$ cat src/rtl/sayac_sel_arbiter8.sv
// sayac_sel_arbiter8: round-robin one-hot select for the SAYAC 16-bit 8-to-1 result mux
// Optional hold timeout with forced hand-off: define SAYAC_ARB_TIMEOUT_EN.
// sel bit 7 is source 1 and bit 0 is source 8; grant_idx = 7 - bit position.
module sayac_sel_arbiter8 #(
   parameter int MAX_HOLD = 16
) (
   input  logic       i_clk,
   input  logic       i_rst_n,
   input  logic [7:0] i_req,
   output logic [7:0] o_sel,
   output logic       o_grant_valid,
   output logic [2:0] o_grant_idx,
   output logic       o_preempt
);
   typedef enum logic {S_IDLE, S_GRANT} state_t;
   state_t     r_state;
   logic [2:0] r_ptr;
   logic [7:0] r_sel;
   logic       r_valid;
   logic [2:0] r_idx;
   logic [2:0] w_g;
   logic       w_hold;
   logic       w_to;
   logic       w_keep;
   logic [3:0] w_nxt;
   if (MAX_HOLD < 2 || MAX_HOLD > 255) begin : g_bad_max_hold
      $error("MAX_HOLD must be in 2..255");
   end
   // first requesting bit scanning downward from ptr with wrap; {found, bit}
   function automatic logic [3:0] f_pick(input logic [7:0] req, input logic [2:0] ptr);
      logic [2:0] b;
      f_pick = 4'b0;
      for (int k = 7; k >= 0; k--) begin
         b = ptr - 3'(k);
         if (req[b]) f_pick = {1'b1, b};
      end
   endfunction
   assign w_g    = ~r_idx;
   assign w_hold = (r_state == S_GRANT) && i_req[w_g];
`ifdef SAYAC_ARB_TIMEOUT_EN
   logic [7:0] r_hold_cnt;
   logic       r_preempt;
   logic [7:0] w_others;
   assign w_others  = i_req & ~(8'd1 << w_g);
   assign w_to      = w_hold && (r_hold_cnt == 8'(MAX_HOLD - 1)) && (|w_others);
   assign w_nxt     = w_to ? f_pick(w_others, r_ptr) : f_pick(i_req, r_ptr);
   assign o_preempt = r_preempt;
`else
   assign w_to      = 1'b0;
   assign w_nxt     = f_pick(i_req, r_ptr);
   assign o_preempt = 1'b0;
`endif
   assign w_keep = w_hold && !w_to;
   // FSM: hold the current grant, hand off to the next winner, or go idle
   always_ff @(posedge i_clk or negedge i_rst_n)
      if (!i_rst_n) begin
         r_state <= S_IDLE;
         r_ptr   <= 3'd7;
         r_sel   <= 8'h00;
         r_valid <= 1'b0;
         r_idx   <= 3'd0;
`ifdef SAYAC_ARB_TIMEOUT_EN
         r_hold_cnt <= 8'd0;
         r_preempt  <= 1'b0;
`endif
      end else if (w_keep) begin
`ifdef SAYAC_ARB_TIMEOUT_EN
         r_hold_cnt <= (r_hold_cnt == 8'(MAX_HOLD - 1)) ? r_hold_cnt : r_hold_cnt + 8'd1;
         r_preempt  <= 1'b0;
`endif
      end else if (w_nxt[3]) begin
         r_state <= S_GRANT;
         r_ptr   <= w_nxt[2:0] - 3'd1;
         r_sel   <= 8'd1 << w_nxt[2:0];
         r_valid <= 1'b1;
         r_idx   <= ~w_nxt[2:0];
`ifdef SAYAC_ARB_TIMEOUT_EN
         r_hold_cnt <= 8'd0;
         r_preempt  <= w_to;
`endif
      end else begin
         r_state <= S_IDLE;
         r_sel   <= 8'h00;
         r_valid <= 1'b0;
         r_idx   <= 3'd0;
`ifdef SAYAC_ARB_TIMEOUT_EN
         r_hold_cnt <= 8'd0;
         r_preempt  <= 1'b0;
`endif
      end
   assign o_sel         = r_sel;
   assign o_grant_valid = r_valid;
   assign o_grant_idx   = r_idx;
endmodule

$ cat config.mk
export PLATFORM = sky130hd
export DESIGN_NAME = sayac_sel_arbiter8
export DESIGN_NICKNAME = d
export VERILOG_FILES = /design/src/rtl/sayac_sel_arbiter8.sv
export SDC_FILE = /design/constraint.sdc
export NUM_CORES = 1
export LEC_CHECK = 0
export CORE_MARGIN = 10
export CORE_UTILIZATION = 58
export DETAILED_ROUTE_END_ITERATION = 10
export PLACE_DENSITY = 0.86
export SLEW_MARGIN = 20
export SYNTH_ARGS = -nofsm -noshare
export SYNTH_HDL_FRONTEND = slang
export SYNTH_SLANG_ARGS = --single-unit
export TNS_END_PERCENT = 20
$ cat constraint.sdc
create_clock -name i_clk -period 8.75 [get_ports i_clk]
set_input_delay 1.75 -clock i_clk [delete_from_list [all_inputs] [get_ports i_clk]]
set_output_delay 1.75 -clock i_clk [all_outputs]
set_load 0.02 [all_outputs]
==> results of run 1 <==
==> cell type report <==
class	count	area, µm²
sequential	15	379
fill	147	614
tap	28	35.0
clock buffer	4	26.3
inverter	6	22.5
timing repair buffer	21	210
multi-input combinational	102	988
==> cell usage after synthesis (all sizes together) (2+ instances only) <==
library cell,instances,share of area (%)
dfrtp,12,21
xor2,3,1.8
mux4,14,22
a22o,8,4.9
nor3b,2,1.0
nand3,2,0.70
or2,2,0.87
dfstp,3,5.5
a32o,2,1.4
ha,2,1.7
nor2,6,2.1
inv,6,1.6
nor4,2,0.87
mux2i,8,5.8
o21ai,6,2.4
nand2,6,1.6
nor3,3,1.0
mux2,4,3.7
a21o,4,2.1
nor2b,2,0.87
a22oi,2,1.0
o211ai,2,1.4
a21oi,5,1.7
buf,7,3.2
==> critical path, stage by stage <==
cell and delay [ns]:
clkdlybuf4s50_1 0.52, mux4_2 0.61, mux2i_2 0.28, o211ai_1 0.12, o2111ai_1 0.23, o211ai_2 0.22, or2_0 0.26, a221o_1 0.32
==> final timing paths <==
check	from	slack [ns]	endpoint
max in group asynchronous	i_rst_n	6.46	o_grant_idx[0]$_DFFE_PN0N_
max	i_req[5]	4.65	r_ptr[2]$_DFFE_PN1P_
max reg2reg	r_ptr[1]$_DFFE_PN1P_	5.15	r_ptr[2]$_DFFE_PN1P_
min reg2reg	o_sel[7]$_DFFE_PN0N_	0.50	o_sel[7]$_DFFE_PN0N_
min	o_sel[7]$_DFFE_PN0N_	0.50	o_sel[7]$_DFFE_PN0N_
min in group asynchronous	i_rst_n	1.87	o_sel[4]$_DFFE_PN0N_
==> kinds of logic after synthesis <==
logic type | after synthesis
compound gates | 41
simple gates | 28
mux | 26
flops | 15
buf+inv | 13
xor+xnor | 4
fa+ha+maj | 2
other cells | 1
==> state kept, by name, indices dropped and copies added, names as in the netlist <==
| signal | cells |
|---|---|
| o_sel | 8 |
| o_grant_idx | 3 |
| r_ptr | 3 |
| o_grant_valid | 1 |
==> cell usage in the layout (no fill, tap or decap), drive strengths merged, types with 2 or more instances in the layout <==
cell,instances
nand2,6
dfstp,3
nor2b,2
mux2i,8
a22oi,2
a22o,8
o21ai,6
inv,6
mux4,14
nor3,3
mux2,4
ha,2
nor3b,2
or2,2
a32o,2
xor2,3
a21o,4
nand3,2
clkdlybuf4s50,21
dfrtp,12
nor4,2
o211ai,2
nor2,6
a21oi,5
clkbuf,4
==> through the flow <==
stage | hold slack [ns] | util, % | cell area (µm²) | setup slack (ns)
6_report | 0.500 | 73.0 | 1660 | 4.65
5_1_grt | 0.521 | 73.0 | 1660 | 4.45
4_1_cts | 0.505 | 73.0 | 1660 | 4.67
3_5_place_dp | 0.487 | 71.9 | 1640 | 4.38
3_3_place_gp | 0.460 | 71.9 | 1640 | 4.48
2_1_floorplan | 0.595 | - | 1440 | 5.14
==> per-layer routing <==
| metal | track usage (%) | vias to the layer above | wire (µm) |
|---|---|---|---|
| met1 | 17.5 | 587 | 1340 |
| li1 | - | 560 | - |
| met2 | 21.6 | 50 | 1660 |
| met5 | 0 | - | 0 |
| met4 | 1.30 | 0 | 0 |
| met3 | 5.42 | 0 | 333 |
==> metrics, run 1 <==
result of the run finished clean; Crit Path Category input pin to register; count of cell types in the netlist 50; XOR/XNOR Fraction of Synth Area under 10%; PostCTS Resize Cnt 0; htree depth 1; max cap viols 0; die span in y ~70 µm; Worst EP required 8.95 ns; Startpoint Class input pin; Num CTS Buffers 3; CTS Hold Bufs 0; Final Hold Vio Count 0; CP endpoint kind register; Synth Area in Compound Gates about 22%; CTS tree yes; placed cell count 172; via count ~1200; most common flop cell mapped by yosys dfrtp_1; DRT iter0 DRCs between 60 and 70; vias in the first global route 1172; initial antenna violation count 0; async set or reset register ratio after synthesis 100%; worst path arrival time 4.30 ns; std cell rows 17; Finished Layout Cells approximately 180; simple-gate area share of the yosys netlist 10.6%; Detail Route Antenna Nets 0; # DRC 0; Nets between 150 and 200; antenna cells 0; worst r2r path cells 9; #FFs+latches synth 15; Root Driver clkbuf_4; Final TNS setup 0 ns; post-detail-place hpwl 2.63 mm; final slew viol count 0; Skew-Pair Late Insertion Delay 0.26 ns; GR Util All Layers 13.6%; sequential-to-total area share from yosys stat 26.4%; total wire length 3.34 mm; Post-Synthesis Cells 130; Synth Area per Inst 11.0 µm²; first-pass detailed-route iteration total 4; Post-synth EDFFs 0; fin crit share a little under half; grt total ovfl 0; Clock Skew 0.00253 ns; RSZ-0062 raised after global routing no; Clock transition at path regs 0.08 ns; slew of the pin with the lowest slew margin 0.674 ns; crit-path max FO 8; net count after synthesis 142; Yosys warnings 0; Area growth syn-to-layout 15.7%; first-pass GRT wire length 5.79 mm; Worst Hold Depth 1; die width 69.8 µm; buffers added on ports 21; number of top-level pins 23; Sink Count 15; Placer Congestion 0.926; pin count of the biggest net entering global routing 20; maximum clock insertion buffer count 2; die footprint 4870 µm²; share of cells above drive strength 1 20.9%; Syn Std Cell Area between 1000 and 1500 µm²; mux contribution to synthesized area 31.4%; final setup vio count 0; starting density of the core 63.1%; per-cell routed wire length 18.9 µm; setup bufs post-CTS 0; routed vias/inst 6.80; Hold Crit Class register to register; Highest Clock Rate about 240 MHz; Placeable Area 2280 µm²; relative slew slack 54.9%; adder-cell share of the synthesized area 1.74%; Final min period 4.10 ns; largest family of logic cells by synthesized area multiplexers
Power of run 1 is not shown: default switching activity piles up to over one toggle a cycle in this logic, so the estimate is an artifact.
==> run 2: changes to the inputs <==
- CORE_UTILIZATION: 58 -> 48
- PLACE_DENSITY: 0.86 -> 0.77
- clock period: 8.75 -> 3.7 ns (I/O delays scaled with it)
==> run 2 against run 1 <==
Effect of this change:
- critical path depth grew 1
- core utilization shrank 13 points
- clock skew grew 0.0014 ns
- setup slack lost 4.2 ns
- die area grew 15%
- wire length grew 3.2%
- global-route usage shrank 1.0 points
- non-clock buffer count grew 2
- final area grew 1.1%
- register-to-register slack lost 4.7 ns
- via count shrank 0.42%
- sequential share of layout area shrank 0.25 points
- critical path type is now register to register
- critical endpoint unchanged
- highest routed layer unchanged
==> metrics, run 2 (same netlist as run 1, synthesis figures left out) <==
Final min period 3.26 ns; share of cells above drive strength 1 22.0% (+1.1 points); die width 74.7 µm (+7.1%); final slew viol count 0 (unchanged); Num CTS Buffers 3 (unchanged); buffers added on ports 21 (unchanged); met3 usage 3.94% (-1.5 points); first-pass detailed-route iteration total 4 (unchanged); vias in the first global route 1113 (-5.0%); worst path arrival time 3.48 ns (-0.82 ns); CP top delay family compound AO/OA/AOI/OAI gates; Nets 163 (+1.2%); first-pass GRT wire length 5.67 mm (-2.0%); routed vias/inst 6.59 (-3.2%); crit-path max FO 8 (unchanged); initial antenna violation count 0 (unchanged); Clock Skew 0.00392 ns (+0.00139 ns); max FFs per register 8 (unchanged); PostCTS Resize Cnt 0 (unchanged); worst r2r path cells 9 (unchanged); antenna cells 0 (unchanged); Crit path largest cell delay 0.61 ns (about the same); std cell rows 19 (+2); fin crit share 88.0%; via count 1192 (-0.42%); Skew-Pair Late Insertion Delay 0.28 ns (+0.02 ns); die span in y 74.7 µm (+7.1%); max cap viols 0 (unchanged); post-detail-place hpwl 2.69 mm (+2.2%); Highest Clock Rate around 310 MHz; per-cell routed wire length 19.0 µm (+0.36%); Area growth syn-to-layout 17.0%; Worst Hold Depth 1 (unchanged); Hold Crit Class register to register; Clock transition at path regs 0.08 ns (about the same); slew of the pin with the lowest slew margin 0.641 ns (-0.0325 ns); # DRC 0 (unchanged); starting density of the core 51.2% (-12 points); htree depth 1 (unchanged); DRT iter0 DRCs 59 (-3.3%); setup bufs post-CTS 0 (unchanged); worst path bufs/invs 1 (unchanged); Slowest cell on crit path mux4_2; Final Hold Vio Count 0 (unchanged); relative slew slack 57.1% (+2.2 points); Startpoint Class register; Crit Path Category register to register; Placer Congestion 0.929 (+0.30%); busiest grt layer met2; GR Util All Layers 12.6% (-1.0 points); Sink Count 15 (unchanged); die footprint 5580 µm² (+15%); Root Driver clkbuf_4; total wire length 3.44 mm (+3.2%); CTS tree yes; Final TNS setup 0 ns (unchanged); met1 Resource Use GR 17.3% (-0.21 points); result of the run finished clean; maximum clock insertion buffer count 2 (unchanged); Fillers 211 (+44%); number of top-level pins 23 (unchanged); CP Cell Sequence inv_1, ha_1, mux4_2, a221oi_1, a21oi_1, a211oi_1, nor2_1, nor4_1, a221o_1; most frequent cells in the layout 21 x clkdlybuf4s50_1, 14 x mux4_2, 12 x dfrtp_1; most common cell after layout, fill and taps aside clkdlybuf4s50_1; CP endpoint kind register; CTS Hold Bufs 0 (unchanged); Worst EP required 3.92 ns (-5.03 ns); Detail Route Antenna Nets 0 (unchanged); grt total ovfl 0 (unchanged); final setup vio count 0 (unchanged); pin count of the biggest net entering global routing 19 (-5.0%); CP Depth 9 (+1); Placeable Area 2810 µm² (+23%); met2 Usage GRT 19.9% (-1.7 points); RSZ-0062 raised after global routing no
-- run 2: routing by layer --
metal / wire length, µm / vias to the layer above
met2: 1700 / 43
met1: 1520 / 591
met3: 227 / 0
met4: 0 / 0
met5: 0 / -
li1: - / 558
-- run 2: through the flow --
step | cells | cell area (µm²) | utilization (%) | hold WS (ns) | setup slack, ns
2_1_floorplan | 130 | 1440 | - | 0.444 | 0.388
3_3_place_gp | 177 | 1650 | 59.0 | 0.464 | 0.396
3_5_place_dp | 177 | 1650 | 59.0 | 0.466 | 0.377
4_1_cts | 181 | 1680 | 59.9 | 0.486 | 0.490
5_1_grt | 181 | 1680 | 59.9 | 0.524 | 0.231
6_report | 181 | 1680 | 59.9 | 0.482 | 0.445
-- run 2: cell type report --
| cell class | instances | area [µm²] | area share (%) |
|---|---|---|---|
| clock buffer | 4 | 26.3 | 1.56 |
| inverter | 6 | 22.5 | 1.34 |
| multi-input combinational | 102 | 988 | 58.8 |
| sequential | 15 | 379 | 22.6 |
| timing repair buffer | 23 | 225 | 13.4 |
| tap | 31 | 38.8 | 2.31 |
-- run 2: worst paths after layout --
path                                      start  slack, ns                         to
setup / recovery           r_ptr[0]$_DFFE_PN1P_       0.44       r_ptr[2]$_DFFE_PN1P_
hold / removal             o_sel[0]$_DFFE_PN0N_       0.48       o_sel[0]$_DFFE_PN0N_
setup reg to reg           r_ptr[0]$_DFFE_PN1P_       0.44       r_ptr[2]$_DFFE_PN1P_
hold reg to reg            o_sel[0]$_DFFE_PN0N_       0.48       o_sel[0]$_DFFE_PN0N_
max in group asynchronous               i_rst_n       2.43       o_sel[2]$_DFFE_PN0N_
min in group asynchronous               i_rst_n       0.85  o_grant_valid$_DFFE_PN0N_
Power of run 2 is left out for the same reason.
==> run 3: changes to the inputs <==
- RECOVER_POWER: not set -> 100
==> run 3 against run 2 <==
Effect of this change:
- count of clock-buffer cells in the layout unchanged
- wire length fell by 0.67%
- critical path type unchanged
- via count down 0.59%
- flip-flop and latch count stayed put
- register-to-register slack worse by 0.07 ns
- non-clock buffer count did not move
- die area is the same
- critical endpoint is now r_ptr[1]$_DFFE_PN1P_
- worst hold slack got worse by 0.0045 ns
- global-route usage stayed put
==> metrics, run 3 (same netlist as run 1, synthesis figures left out) <==
result of the run finished clean; worst reg2reg path endpoint r_ptr[1]$_DFFE_PN1P_; grt total ovfl 0 (unchanged); CTS tree yes; busiest grt layer met2; slack of the worst reg-to-reg path 0.38 ns (-0.07 ns); Num CTS Buffers 3 (unchanged); Crit Path Category register to register; met3 usage 3.94% (unchanged); htree depth 1 (unchanged); std cell rows 19 (unchanged); Finished Cell Area 1670 µm² (-0.67%); vias in the first global route 1113 (unchanged); CP endpoint kind register; PostCTS Resize Cnt 0 (unchanged); die footprint 5580 µm² (unchanged); Final TNS setup 0 ns (unchanged); Placer Congestion 0.929 (unchanged); die span in y 74.7 µm (unchanged); max FFs per register 8 (unchanged); die width 74.7 µm (unchanged); max cap viols 0 (unchanged); worst r2r path cells 9 (unchanged); RSZ-0062 raised after global routing no; Place WS 0.377 ns (unchanged); Root Driver clkbuf_4; fin crit share 89.8% (+1.9 points); via count 1185 (-0.59%); worst r2r src r_ptr[0]$_DFFE_PN1P_; met1 Resource Use GR 17.3% (unchanged); Post-Place Cell Area 1650 µm² (unchanged); Final min period 3.32 ns (+0.0686 ns); placed cell count 177 (unchanged); Hold Crit Class register to register; Setup crit end r_ptr[1]$_DFFE_PN1P_; total wire length 3.42 mm (-0.67%); antenna cells 0 (unchanged); initial antenna violation count 0 (unchanged); slew of the pin with the lowest slew margin 0.639 ns (-0.00236 ns); first-pass detailed-route iteration total 4 (unchanged); Placeable Area 2810 µm² (unchanged); Finished Layout Cells 181 (unchanged); critical path startpoint r_ptr[0]$_DFFE_PN1P_; Setup WS post-layout 0.376 ns (-0.0686 ns); Reg area 379 µm² (unchanged); Startpoint Class register; number of top-level pins 23 (unchanged); GR Util All Layers 12.6% (unchanged); Skew-Pair Late Insertion Delay 0.28 ns (about the same); post-detail-place hpwl 2.69 mm (unchanged); buffers added on ports 21 (unchanged); setup bufs post-CTS 0 (unchanged); Worst EP required 3.88 ns (-0.04 ns); Nets 163 (unchanged); Highest Clock Rate 301 MHz (-2.1%); first-pass GRT wire length 5.67 mm (unchanged); Sink Count 15 (unchanged); maximum clock insertion buffer count 2 (unchanged); CTS Hold Bufs 0 (unchanged); starting density of the core 51.2% (unchanged); Detail Route Antenna Nets 0 (unchanged); most common cell after layout, fill and taps aside mux4_2; final setup vio count 0 (unchanged); pin count of the biggest net entering global routing 19 (unchanged); DRT iter0 DRCs 66 (+12%); crit-path max FO 8 (unchanged); share of cells above drive strength 1 20.0% (-2.0 points); Clock transition at path regs 0.09 ns (about the same); per-cell routed wire length 18.9 µm (-0.67%); # DRC 0 (unchanged); Final Hold Vio Count 0 (unchanged); Fillers 213 (+0.95%); routed vias/inst 6.55 (-0.59%); final slew viol count 0 (unchanged); most frequent cells in the layout 14 x mux4_2, 13 x dlygate4sd3_1, 12 x dfrtp_1; worst path arrival time 3.50 ns (+0.02 ns); relative slew slack 57.3% (+0.15 points); area of the multi-input gates 977 µm² (-1.1%); met2 Usage GRT 19.9% (unchanged); Clock Skew 0.00683 ns (+0.00290 ns); Area growth syn-to-layout 16.2%
-- run 3: cell count changes in the layout (fill, tap and decap cells not counted), sizes merged --
| cell | before | now |
|---|---|---|
| dlygate4sd3 | 0 | 13 |
| clkdlybuf4s50 | 21 | 8 |
-- run 3: critical path: stages, from the launching register on --
cell and delay (ns):
dfstp_1 0.54, inv_1 0.12, ha_1 0.49, mux4_2 0.60, mux2_1 0.35, nor2_1 0.23
a21oi_1 0.12, o22ai_2 0.32, nor2b_1 0.14, o31ai_1 0.31
-- run 3: worst min-delay path by stage --
stage | from | endpoint | slack [ns] | depth (start not counted)
2_1_floorplan | i_rst_n | o_grant_idx[0]$_DFFE_PN0N_ | 0.44 | 0
3_3_place_gp | o_sel[0]$_DFFE_PN0N_ | o_sel[0]$_DFFE_PN0N_ | 0.46 | 1
3_5_place_dp | o_sel[0]$_DFFE_PN0N_ | o_sel[0]$_DFFE_PN0N_ | 0.47 | 1
4_1_cts | o_sel[0]$_DFFE_PN0N_ | o_sel[0]$_DFFE_PN0N_ | 0.49 | 1
5_1_grt | o_sel[0]$_DFFE_PN0N_ | o_sel[0]$_DFFE_PN0N_ | 0.52 | 1
6_report | o_sel[0]$_DFFE_PN0N_ | o_sel[0]$_DFFE_PN0N_ | 0.48 | 1
-- run 3: cell type report --
| cell class | instances | share of cell area (%) |
|---|---|---|
| tap | 31 | 2.32 |
| inverter | 6 | 1.35 |
| multi-input combinational | 102 | 58.5 |
| sequential | 15 | 22.7 |
| clock buffer | 4 | 1.57 |
| timing repair buffer | 23 | 13.5 |
-- run 3: through the flow --
| stage | hold WS [ns] | utilization [%] |
|---|---|---|
| after floorplan | 0.444 | - |
| after global placement | 0.464 | 59.0 |
| after detailed placement | 0.466 | 59.0 |
| after CTS | 0.486 | 59.9 |
| after global routing | 0.519 | 59.5 |
| final | 0.478 | 59.5 |
-- run 3: metal layers --
metal	wire length, µm	vias up
li1	-	560
met1	1520	581
met2	1680	44
met3	217	0
met4	0	0
met5	0	-
Power of run 3 is left out for the same reason.
